[config.mk]
export PLATFORM = sky130hd
export DESIGN_NAME = rob_commit_controller
export DESIGN_NICKNAME = d
export VERILOG_FILES = /design/src/rtl/rob_commit_controller.sv
export SDC_FILE = /design/constraint.sdc
export NUM_CORES = 1
export LEC_CHECK = 0
export BUFFER_PORTS_ARGS = -buffer_cell sky130_fd_sc_hd__buf_2
export CAP_MARGIN = 20
export CORE_MARGIN = 8
export CORE_UTILIZATION = 35
export DETAILED_ROUTE_END_ITERATION = 12
export PLACE_DENSITY_LB_ADDON = 0.25
export SYNTH_ARGS = -nofsm -noshare
export SYNTH_HDL_FRONTEND = slang
export SYNTH_SLANG_ARGS = --single-unit
[constraint.sdc]
create_clock -name clk -period 3.8 [get_ports clk]
set_input_delay 0.38 -clock clk [delete_from_list [all_inputs] [get_ports clk]]
set_output_delay 0.38 -clock clk [all_outputs]
set_load 0.01 [all_outputs]
[src/rtl/rob_commit_controller.sv]
// Reorder buffer that retires completed instructions in program order and
// turns a committed mispredict into a drain cycle followed by a one-cycle flush.
module rob_commit_controller #(
    parameter int ROB_SIZE_WIDTH = 3,
    parameter int XLEN           = 32,
    parameter int REG_CNT_WIDTH  = 5
) (
    input  logic                      clk,
    input  logic                      rst_n,
    input  logic                      stall,
    input  logic                      dec_ready,
    input  logic [REG_CNT_WIDTH-1:0]  dec_rd,
    input  logic                      dec_halt,
    input  logic                      wb_valid,
    input  logic [ROB_SIZE_WIDTH-1:0] wb_id,
    input  logic [XLEN-1:0]           wb_val,
    input  logic                      wb_mispredict,
    input  logic [XLEN-1:0]           wb_pc,
    output logic                      rob_full,
    output logic                      rob_ready,
    output logic [REG_CNT_WIDTH-1:0]  rob_rd,
    output logic [XLEN-1:0]           rob_val,
    output logic [ROB_SIZE_WIDTH-1:0] rob_head_id,
    output logic [ROB_SIZE_WIDTH-1:0] rob_tail_id,
    output logic                      flush,
    output logic [XLEN-1:0]           flush_pc,
    output logic                      halted
);

    localparam int ENTRIES = 1 << ROB_SIZE_WIDTH;
    localparam logic [ROB_SIZE_WIDTH:0] FULL_COUNT = {1'b1, {ROB_SIZE_WIDTH{1'b0}}};

    typedef enum logic [1:0] {
        ST_RUN   = 2'd0,
        ST_DRAIN = 2'd1,
        ST_FLUSH = 2'd2
    } state_t;

    state_t state_reg, state_next;

    logic [ROB_SIZE_WIDTH-1:0] head_reg, tail_reg;
    logic [ROB_SIZE_WIDTH:0]   count_reg, count_next;
    logic                      halted_reg;
    logic                      rob_ready_reg;
    logic [REG_CNT_WIDTH-1:0]  rob_rd_reg;
    logic [XLEN-1:0]           rob_val_reg;
    logic                      flush_reg;
    logic [XLEN-1:0]           flush_pc_reg;

    // Per-entry status flags need reset; payload fields are only read once valid.
    logic [ENTRIES-1:0]        valid_reg, ready_reg, misp_reg, halt_reg;
    logic [REG_CNT_WIDTH-1:0]  rd_mem  [ENTRIES];
    logic [XLEN-1:0]           val_mem [ENTRIES];
    logic [XLEN-1:0]           pc_mem  [ENTRIES];

    logic               alloc_en, commit_en, wb_en, flush_clear;
    logic               head_done, head_misp, head_halt;
    logic [ENTRIES-1:0] alloc_sel, commit_sel, wb_sel;

    always_comb begin
        head_done = valid_reg[head_reg] && ready_reg[head_reg];
        head_misp = misp_reg[head_reg];
        head_halt = halt_reg[head_reg];
    end

    // State register
    always_ff @(posedge clk or negedge rst_n) begin
        if (!rst_n) begin
            state_reg <= ST_RUN;
        end else begin
            state_reg <= state_next;
        end
    end

    // Next-state logic
    always_comb begin
        state_next = state_reg;
        case (state_reg)
            ST_RUN:   if (commit_en && head_misp) state_next = ST_DRAIN;
            ST_DRAIN: state_next = ST_FLUSH;
            ST_FLUSH: state_next = ST_RUN;
            default:  state_next = ST_RUN;
        endcase
    end

    // Output / control decode
    always_comb begin
        rob_full    = (count_reg == FULL_COUNT) || (state_reg != ST_RUN) || halted_reg;
        alloc_en    = dec_ready && !stall && !rob_full;
        commit_en   = (state_reg == ST_RUN) && !halted_reg && head_done;
        wb_en       = wb_valid && (state_reg == ST_RUN);
        flush_clear = (state_reg == ST_FLUSH);
    end

    always_comb begin
        count_next = count_reg;
        case ({alloc_en, commit_en})
            2'b10:   count_next = count_reg + 1'b1;
            2'b01:   count_next = count_reg - 1'b1;
            default: count_next = count_reg;
        endcase
    end

    genvar gi;
    generate
        for (gi = 0; gi < ENTRIES; gi = gi + 1) begin : g_entry_sel
            assign alloc_sel[gi]  = alloc_en  && (tail_reg == ROB_SIZE_WIDTH'(gi));
            assign commit_sel[gi] = commit_en && (head_reg == ROB_SIZE_WIDTH'(gi));
            assign wb_sel[gi]     = wb_en && valid_reg[gi] && (wb_id == ROB_SIZE_WIDTH'(gi));
        end
    endgenerate

    // Allocation is applied last; it never targets the committing slot since a
    // full buffer blocks allocation.
    always_ff @(posedge clk or negedge rst_n) begin
        if (!rst_n) begin
            valid_reg <= '0;
            ready_reg <= '0;
        end else if (flush_clear) begin
            valid_reg <= '0;
            ready_reg <= '0;
        end else begin
            for (int i = 0; i < ENTRIES; i++) begin
                if (wb_sel[i])     ready_reg[i] <= 1'b1;
                if (commit_sel[i]) valid_reg[i] <= 1'b0;
                if (alloc_sel[i]) begin
                    valid_reg[i] <= 1'b1;
                    ready_reg[i] <= 1'b0;
                end
            end
        end
    end

    always_ff @(posedge clk) begin
        for (int i = 0; i < ENTRIES; i++) begin
            if (alloc_sel[i]) begin
                rd_mem[i]   <= dec_rd;
                halt_reg[i] <= dec_halt;
            end
            if (wb_sel[i]) begin
                val_mem[i]  <= wb_val;
                misp_reg[i] <= wb_mispredict;
                pc_mem[i]   <= wb_pc;
            end
        end
    end

    always_ff @(posedge clk or negedge rst_n) begin
        if (!rst_n) begin
            head_reg      <= '0;
            tail_reg      <= '0;
            count_reg     <= '0;
            halted_reg    <= 1'b0;
            rob_ready_reg <= 1'b0;
            rob_rd_reg    <= '0;
            rob_val_reg   <= '0;
            flush_reg     <= 1'b0;
            flush_pc_reg  <= '0;
        end else if (flush_clear) begin
            head_reg      <= '0;
            tail_reg      <= '0;
            count_reg     <= '0;
            rob_ready_reg <= 1'b0;
            flush_reg     <= 1'b0;
        end else begin
            if (alloc_en)  tail_reg <= tail_reg + 1'b1;
            if (commit_en) head_reg <= head_reg + 1'b1;
            count_reg     <= count_next;
            rob_ready_reg <= commit_en;
            // Flush is raised one cycle after the mispredict commit so the
            // register file sees that write before the pipeline is cleared.
            flush_reg     <= (state_reg == ST_DRAIN);
            if (commit_en) begin
                rob_rd_reg  <= rd_mem[head_reg];
                rob_val_reg <= val_mem[head_reg];
                if (head_misp) flush_pc_reg <= pc_mem[head_reg];
                if (head_halt) halted_reg   <= 1'b1;
            end
        end
    end

    assign rob_ready   = rob_ready_reg;
    assign rob_rd      = rob_rd_reg;
    assign rob_val     = rob_val_reg;
    assign rob_head_id = head_reg;
    assign rob_tail_id = tail_reg;
    assign flush       = flush_reg;
    assign flush_pc    = flush_pc_reg;
    assign halted      = halted_reg;

endmodule
# ---- After elaboration in Yosys (flattened, before gate mapping)
# Memories as Yosys holds them, arrays and structs flattened. A register that Yosys moved wholly into a read port is not among the register bits.
# Cells that the tools add are included.
dict set report word_totals {
  register_bits 47
  ram_bits 552
  inputBits 79
  memories 3
}
dict set report classes {
  add_sub_neg 4
  n_bitwise 1
  magnitude_cmp 1
  eq_ne 27
  muxes 147
  n_reduce_logical 95
}
# name depth word_bits read_ports rd_clocked_by_memory_dff wr line_no
set mem_list {}
lappend mem_list {pc_mem 8 32 1 1 1 54} ;# logic [XLEN-1:0] pc_mem [ENTRIES];
lappend mem_list {val_mem 8 32 1 1 1 53} ;# logic [XLEN-1:0] val_mem [ENTRIES];
lappend mem_list {rd_mem 8 5 1 1 1 52} ;# logic [REG_CNT_WIDTH-1:0] rd_mem [ENTRIES];
# cell count
set ops {}
lappend ops {{2-to-1 mux 32 bit} 14}
lappend ops {{OR reduction 32 bit} 14}
lappend ops {{2-to-1 mux 1 bit} 91}
lappend ops {{2-to-1 mux 3 bit} 25}
lappend ops {{nonzero test 3 bit} 17}
lappend ops {{logical AND 1 bit} 39}
lappend ops {{== test 3 bit (second input constant)} 12}
lappend ops {{2-to-1 mux 5 bit} 7}
lappend ops {{OR reduction 5 bit} 7}
lappend ops {{== test 3 x 2 -> 1 bit (second input constant)} 6}
lappend ops {{2-to-1 mux 8 bit} 2}
lappend ops {{binary-select mux 1 bit (select 3 bit)} 4}
lappend ops {{== test 3 x 1 -> 1 bit (second input constant)} 3}
lappend ops {{logical NOT 3 bit} 3}
lappend ops {{one-hot mux 4 bit (2 select lines)} 1}
lappend ops {{adder 3 x 1 -> 3 bit (second input constant)} 2}
lappend ops {{logical NOT 1 bit} 6}
lappend ops {{AND reduction 3 bit} 2}
lappend ops {{nonzero test 2 bit} 3}
lappend ops {{adder 4 x 1 -> 4 bit (second input constant)} 1}
lappend ops {{== test 2 x 1 -> 1 bit (second input constant)} 2}
lappend ops {{== test 2 bit (second input constant)} 2}
lappend ops {{== test 4 bit (second input constant)} 1}
lappend ops {{less-than comparator 3 x 4 -> 1 bit (second input constant)} 1}
lappend ops {{9 further kinds} 10}

# ---- Depth between registers and ports, before layout
dict set report logic_depth {
  word_depth 16
  mapped_depth 15
  depth_no_buf 12
}

# ---- Least setup slack after synthesis
# OpenSTA, ideal clock, no wires.
dict set report synth_path {
  path_kind {register to register}
  startpoint {register head_reg[1] (netlist: rob_head_id[1])}
  endpoint {register count_reg[3]}
  t_arrival_ns 3.290
  setup_ns 0.132
  path_slack_ns 0.378
  stages_incl_launch_ff 15
  synth_period_minus_slack_ns 3.422
  cell_sequence {dfrtp_1 > buf_4 > inv_4 > mux4_2 > or3_1 > buf_2 > nand2_1 > buf_2 > ha_1 > ha_1 > a31o_2 > a221oi_1 > o21ai_0 > xor2_1 > nor2_1}
}
dict set report synth_via {
  elab_chain_len 7
  word_cells_on_any_way 11
}
# element line_no
set synth_lines {}
lappend synth_lines {{start: declaration} 41} ;# logic [ROB_SIZE_WIDTH-1:0] head_reg, tail_reg;
lappend synth_lines {{start signal: assignment} 167} ;# if (commit_en) head_reg <= head_reg + 1'b1;
lappend synth_lines {{binary-select mux 1 bit (select 3 bit)} 61} ;# head_done = valid_reg[head_reg] && ready_reg[head_reg];
lappend synth_lines {{2-to-1 mux 1 bit (implied by the code)} 61}
lappend synth_lines {{logical AND 1 bit *} 61}
lappend synth_lines {{logical AND 1 bit *} 90} ;# commit_en = (state_reg == ST_RUN) && !halted_reg && head_done;
lappend synth_lines {{== test 2 x 1 -> 1 bit / == test 2 bit (equally long branches)} 97} ;# case ({alloc_en, commit_en})
lappend synth_lines {{one-hot mux 4 bit (2 select lines)} 97}
lappend synth_lines {{2-to-1 mux 4 bit} 159} ;# end else if (flush_clear) begin
lappend synth_lines {{end signal: assignment} 168} ;# count_reg <= count_next;
lappend synth_lines {{end: declaration} 42} ;# logic [ROB_SIZE_WIDTH:0] count_reg, count_next;
# Mark *: on every way between the ends. The rest lies on a longest branch, timed or not. The select of a mux whose other input is x is not followed.
# A chain may end at the register's enable or synchronous reset.

# ---- Worst setup path in the final report
dict set report layout_path {
  startpoint {register count_reg[1]}
  endpoint {register count_reg[3]}
}
dict set report layout_via {
  elab_chain_len 8
  word_cells_on_any_way 12
}
# element line_no
set layout_lines {}
lappend layout_lines {{== test 4 bit} 88} ;# rob_full = (count_reg == FULL_COUNT) || (state_reg != ST_RUN) || halted_reg;
lappend layout_lines {{logical OR 1 bit (2 in series)} 88}
lappend layout_lines {{logical NOT 1 bit} 89} ;# alloc_en = dec_ready && !stall && !rob_full;
lappend layout_lines {{logical AND 1 bit} 89}
lappend layout_lines {{== test 2 x 1 -> 1 bit / == test 2 bit (equally long branches)} 97}
lappend layout_lines {{one-hot mux 4 bit (2 select lines)} 97}
lappend layout_lines {{2-to-1 mux 4 bit} 159}
# Parallel ways exist; a longest one is shown, timed or not.

==> results.sh <==
export IMPL_top_regs="pc_mem: 256 flops, val_mem: 256 flops, rd_mem: 40 flops"
export IMPL_worstPathMaxFanout=7
export IMPL_netlist_area_leader_share=0.667
export IMPL_avgSynthCellArea_sq_um=19.6
export IMPL_hold_class="in -> reg"
export IMPL_critPathArrivalTime_ps=3920
export IMPL_finalNonFillerCells=2543
export IMPL_viasPerCell=5.06
export IMPL_drive_above_1_share=0.321
export IMPL_ys_warn_count=0
export IMPL_first_global_vias=13800
export IMPL_grt_start_max_net_pins=95
export IMPL_ys_seq_area_frac=0.765
export IMPL_synth_area_top_cells="edfxtp_1, mux4_2, dfrtp_1, nand2_1, mux2_4"
export IMPL_synth_area_sq_mm=0.0256
export IMPL_grt_use_total=0.153
export IMPL_grt_overflow=0
export IMPL_max_freq_mhz=288
export IMPL_die_area_sq_mm=0.0820
export IMPL_yosys_area_top_type="edfxtp_1"
export IMPL_clock_path_buffers=3
export IMPL_die_h_microns=286
export IMPL_endpoint="count_reg[3]$_DFFE_PN0P_"
export IMPL_ant_nets=0
export IMPL_ys_seq_elements=668
export IMPL_numPlacedInstances=2395
export IMPL_vdd_drop_max_mv=0.369
export IMPL_tightestPinTransition_ps=1010
export IMPL_max_slew_margin_rel=0.318
export IMPL_htreeDepth=3
export IMPL_drt_first_pass_iters=5
export IMPL_start_kind="register"
export IMPL_grt_pass1_wl_mm=93.2
export IMPL_vias=12900
export IMPL_fin_setup_tns_ps=0
export IMPL_cts_root_buf="clkbuf_16"
export IMPL_cts_tree="built"
export IMPL_drv_slew=0
export IMPL_finalWeightedCongestion=0.760
export IMPL_total_leakage_power_nw=10.4
export IMPL_fillerInstances=6437
export IMPL_cts_sinks=668
export IMPL_period_minus_slack_ps=3470
export IMPL_synth_nets=1401
export IMPL_drc=0
export IMPL_powerDensity_mw_per_mm2=714
export IMPL_cts_resized=0
export IMPL_numCtsBuffers=73
export IMPL_clk_insertion_delay_late_ps=600
export IMPL_endpoint_kind="register"
export IMPL_hold_viol_final=0
export IMPL_rsz0062_at_grt="false"
export IMPL_area_delta_synth_final_pct=18.2
export IMPL_dp_hpwl_mm=35.3
export IMPL_final_cell_area_sq_mm=0.0302
export IMPL_fin_crit_sh=0.914
export IMPL_worstSetupPathType="reg -> reg"
export IMPL_pin_count=158
export IMPL_post_cts_setup_buffers=0
export IMPL_core_area_sq_mm=0.0727
export IMPL_reg2reg_to="count_reg[3]$_DFFE_PN0P_"
export IMPL_antenna_found_initial=11
export IMPL_wl_mm=62.7
export IMPL_worstRegToRegCells=10
export IMPL_io_buffers=157
export IMPL_syn_inst=1306
export IMPL_path_clk_slew_ps=60
export IMPL_start_util=0.352
export IMPL_die_width_microns=286
export IMPL_place_area_sq_mm=0.0277
export IMPL_r2r_start="count_reg[1]$_DFFE_PN0P_"
export IMPL_startpoint="count_reg[1]$_DFFE_PN0P_"
export IMPL_drt_iter0_markers=962
export IMPL_wire_per_inst_microns=24.6
export IMPL_maxCapViolCount=0
export IMPL_row_count=99
export IMPL_cp_required_ps=4240
export IMPL_fin_nets=1611
export IMPL_clock_skew_ps=17.9
export IMPL_setup_violations=0
export IMPL_ys_types=40
export IMPL_run_status="finished, final reports clean"
export IMPL_ff2ff_setup_slack_ps=330
## layout make-up
| class | count | area, sq um | area share |
|---|---|---|---|
| timing repair buffer | 202 | 1270 | 0.0421 |
| sequential | 668 | 19600 | 0.648 |
| inverter | 15 | 58.8 | 0.00195 |
| multi-input combinational | 556 | 5690 | 0.188 |
| tap | 959 | 1200 | 0.0397 |
| clock buffer | 101 | 2080 | 0.0690 |
| antenna | 10 | 25.0 | 0.000828 |
| clock inverter | 32 | 319 | 0.0106 |
## worst min path at each step
stage / start / endpoint / slack (ps) / cells past startpoint
after global routing: wb_val[11] / val_mem[6][11]$_DFFE_PP_ / 20 / 1
after floorplan: rst_n / count_reg[0]$_DFFE_PN0P_ / 80 / 0
after global placement: rst_n / rob_val[15]$_DFFE_PN0P_ / 460 / 1
after CTS: wb_pc[1] / pc_mem[0][1]$_DFFE_PP_ / 3 / 1
after detailed placement: rst_n / rob_val[15]$_DFFE_PN0P_ / 460 / 1
final: wb_val[1] / val_mem[7][1]$_DFFE_PP_ / 50 / 1
## logic make-up (layout without fill, tap and decap cells)
| group | after synthesis | in the layout | synth area share |
|---|---|---|---|
| other cells | 0 | 10 | 0 |
| flops | 668 | 668 | 0.765 |
| simple gates | 280 | 280 | 0.0466 |
| compound gates | 77 | 77 | 0.0181 |
| mux | 179 | 179 | 0.146 |
| buf+inv | 82 | 350 | 0.0151 |
| fa+ha+maj | 16 | 16 | 0.00783 |
| xor+xnor | 4 | 4 | 0.00137 |
## through the flow
stage / setup WS, ps / power, mW / util / hold WS, ps
2_1_floorplan: 378 / 12.9 / - / 84.4
3_3_place_gp: 533 / 14.7 / 0.381 / 458
3_5_place_dp: 400 / 14.8 / 0.381 / 465
4_1_cts: 390 / 21.9 / 0.415 / 2.60
5_1_grt: 79.5 / 22.7 / 0.415 / 20.9
6_report: 327 / 21.6 / 0.416 / 51.6
## Yosys cell counts
master,instances
buf_2,18
nand2b_1,3
nor4b_1,1
a21oi_4,1
and3_1,6
mux2_4,29
or4b_2,1
o21ai_0,22
xor2_1,4
nor2_1,20
inv_2,1
buf_12,3
clkbuf_1,35
a21o_1,1
or3_1,3
a21oi_1,8
mux2i_1,2
nor4bb_1,1
nand4_1,1
inv_4,1
nand3_1,6
nor2b_1,5
o21a_1,1
and4_1,2
buf_1,10
mux4_2,144
buf_4,1
a31o_2,1
and4b_1,1
dfrtp_1,100
nor3_1,44
a221oi_1,1
inv_1,13
a31oi_1,40
edfxtp_1,568
mux2_2,4
nand2_1,186
a21boi_0,1
ha_1,16
o31ai_1,1
## power breakdown
group          internal [mW]  switching, mW  total, mW
clock network           4.24           2.81       7.05
registers               8.70          0.443       9.14
logic                   2.44           2.94       5.38
total                   15.4           6.19       21.6
## cell usage in the layout (no fill, tap or decap), types with 2 or more instances in the layout
cell / n
and4_4: 2
clkinv_1: 9
mux4_2: 144
dlygate4sd3_1: 4
a31oi_1: 40
or3_1: 3
bufinv_16: 6
clkbuf_1: 15
nor3_2: 4
mux2i_1: 2
nand3_1: 6
buf_2: 156
clkbuf_8: 11
dfrtp_4: 3
nand2_1: 185
buf_12: 9
nor2b_1: 5
o21ai_0: 22
and3_4: 6
nor3_1: 40
mux2_2: 4
buf_4: 31
clkinv_2: 11
inv_1: 13
dfrtp_1: 97
clkinvlp_4: 2
diode_2: 10
clkbuf_16: 75
edfxtp_1: 568
xor2_1: 4
inv_6: 3
nand2b_1: 3
ha_1: 16
mux2_4: 29
nor2_1: 20
a21oi_1: 8
## worst max-delay path, stage by stage (launching register included)
cell	delay, ps
dfrtp_1	440
or4b_2	750
and4b_1	300
inv_1	170
ha_1	290
ha_1	310
a31o_2	260
a221oi_1	360
o21ai_0	210
xor2_1	180
nor2_1	60
## routing by layer
metal  track usage  vias up  share of wire  routed length (microns)
met1         0.205     6821           0.43                    27200
met4        0.0356       12          0.019                     1160
li1              -     5623              -                        -
met3        0.0395       90          0.062                     3860
met2         0.249      319           0.48                    30300
met5             0        -         0.0011                       71
## timing repair
item,in CTS,in global routing
hold buffers,4,0
setup endpoints to repair,0,0
hold endpoints to repair,79,0
(Power assumes the default switching activity.)
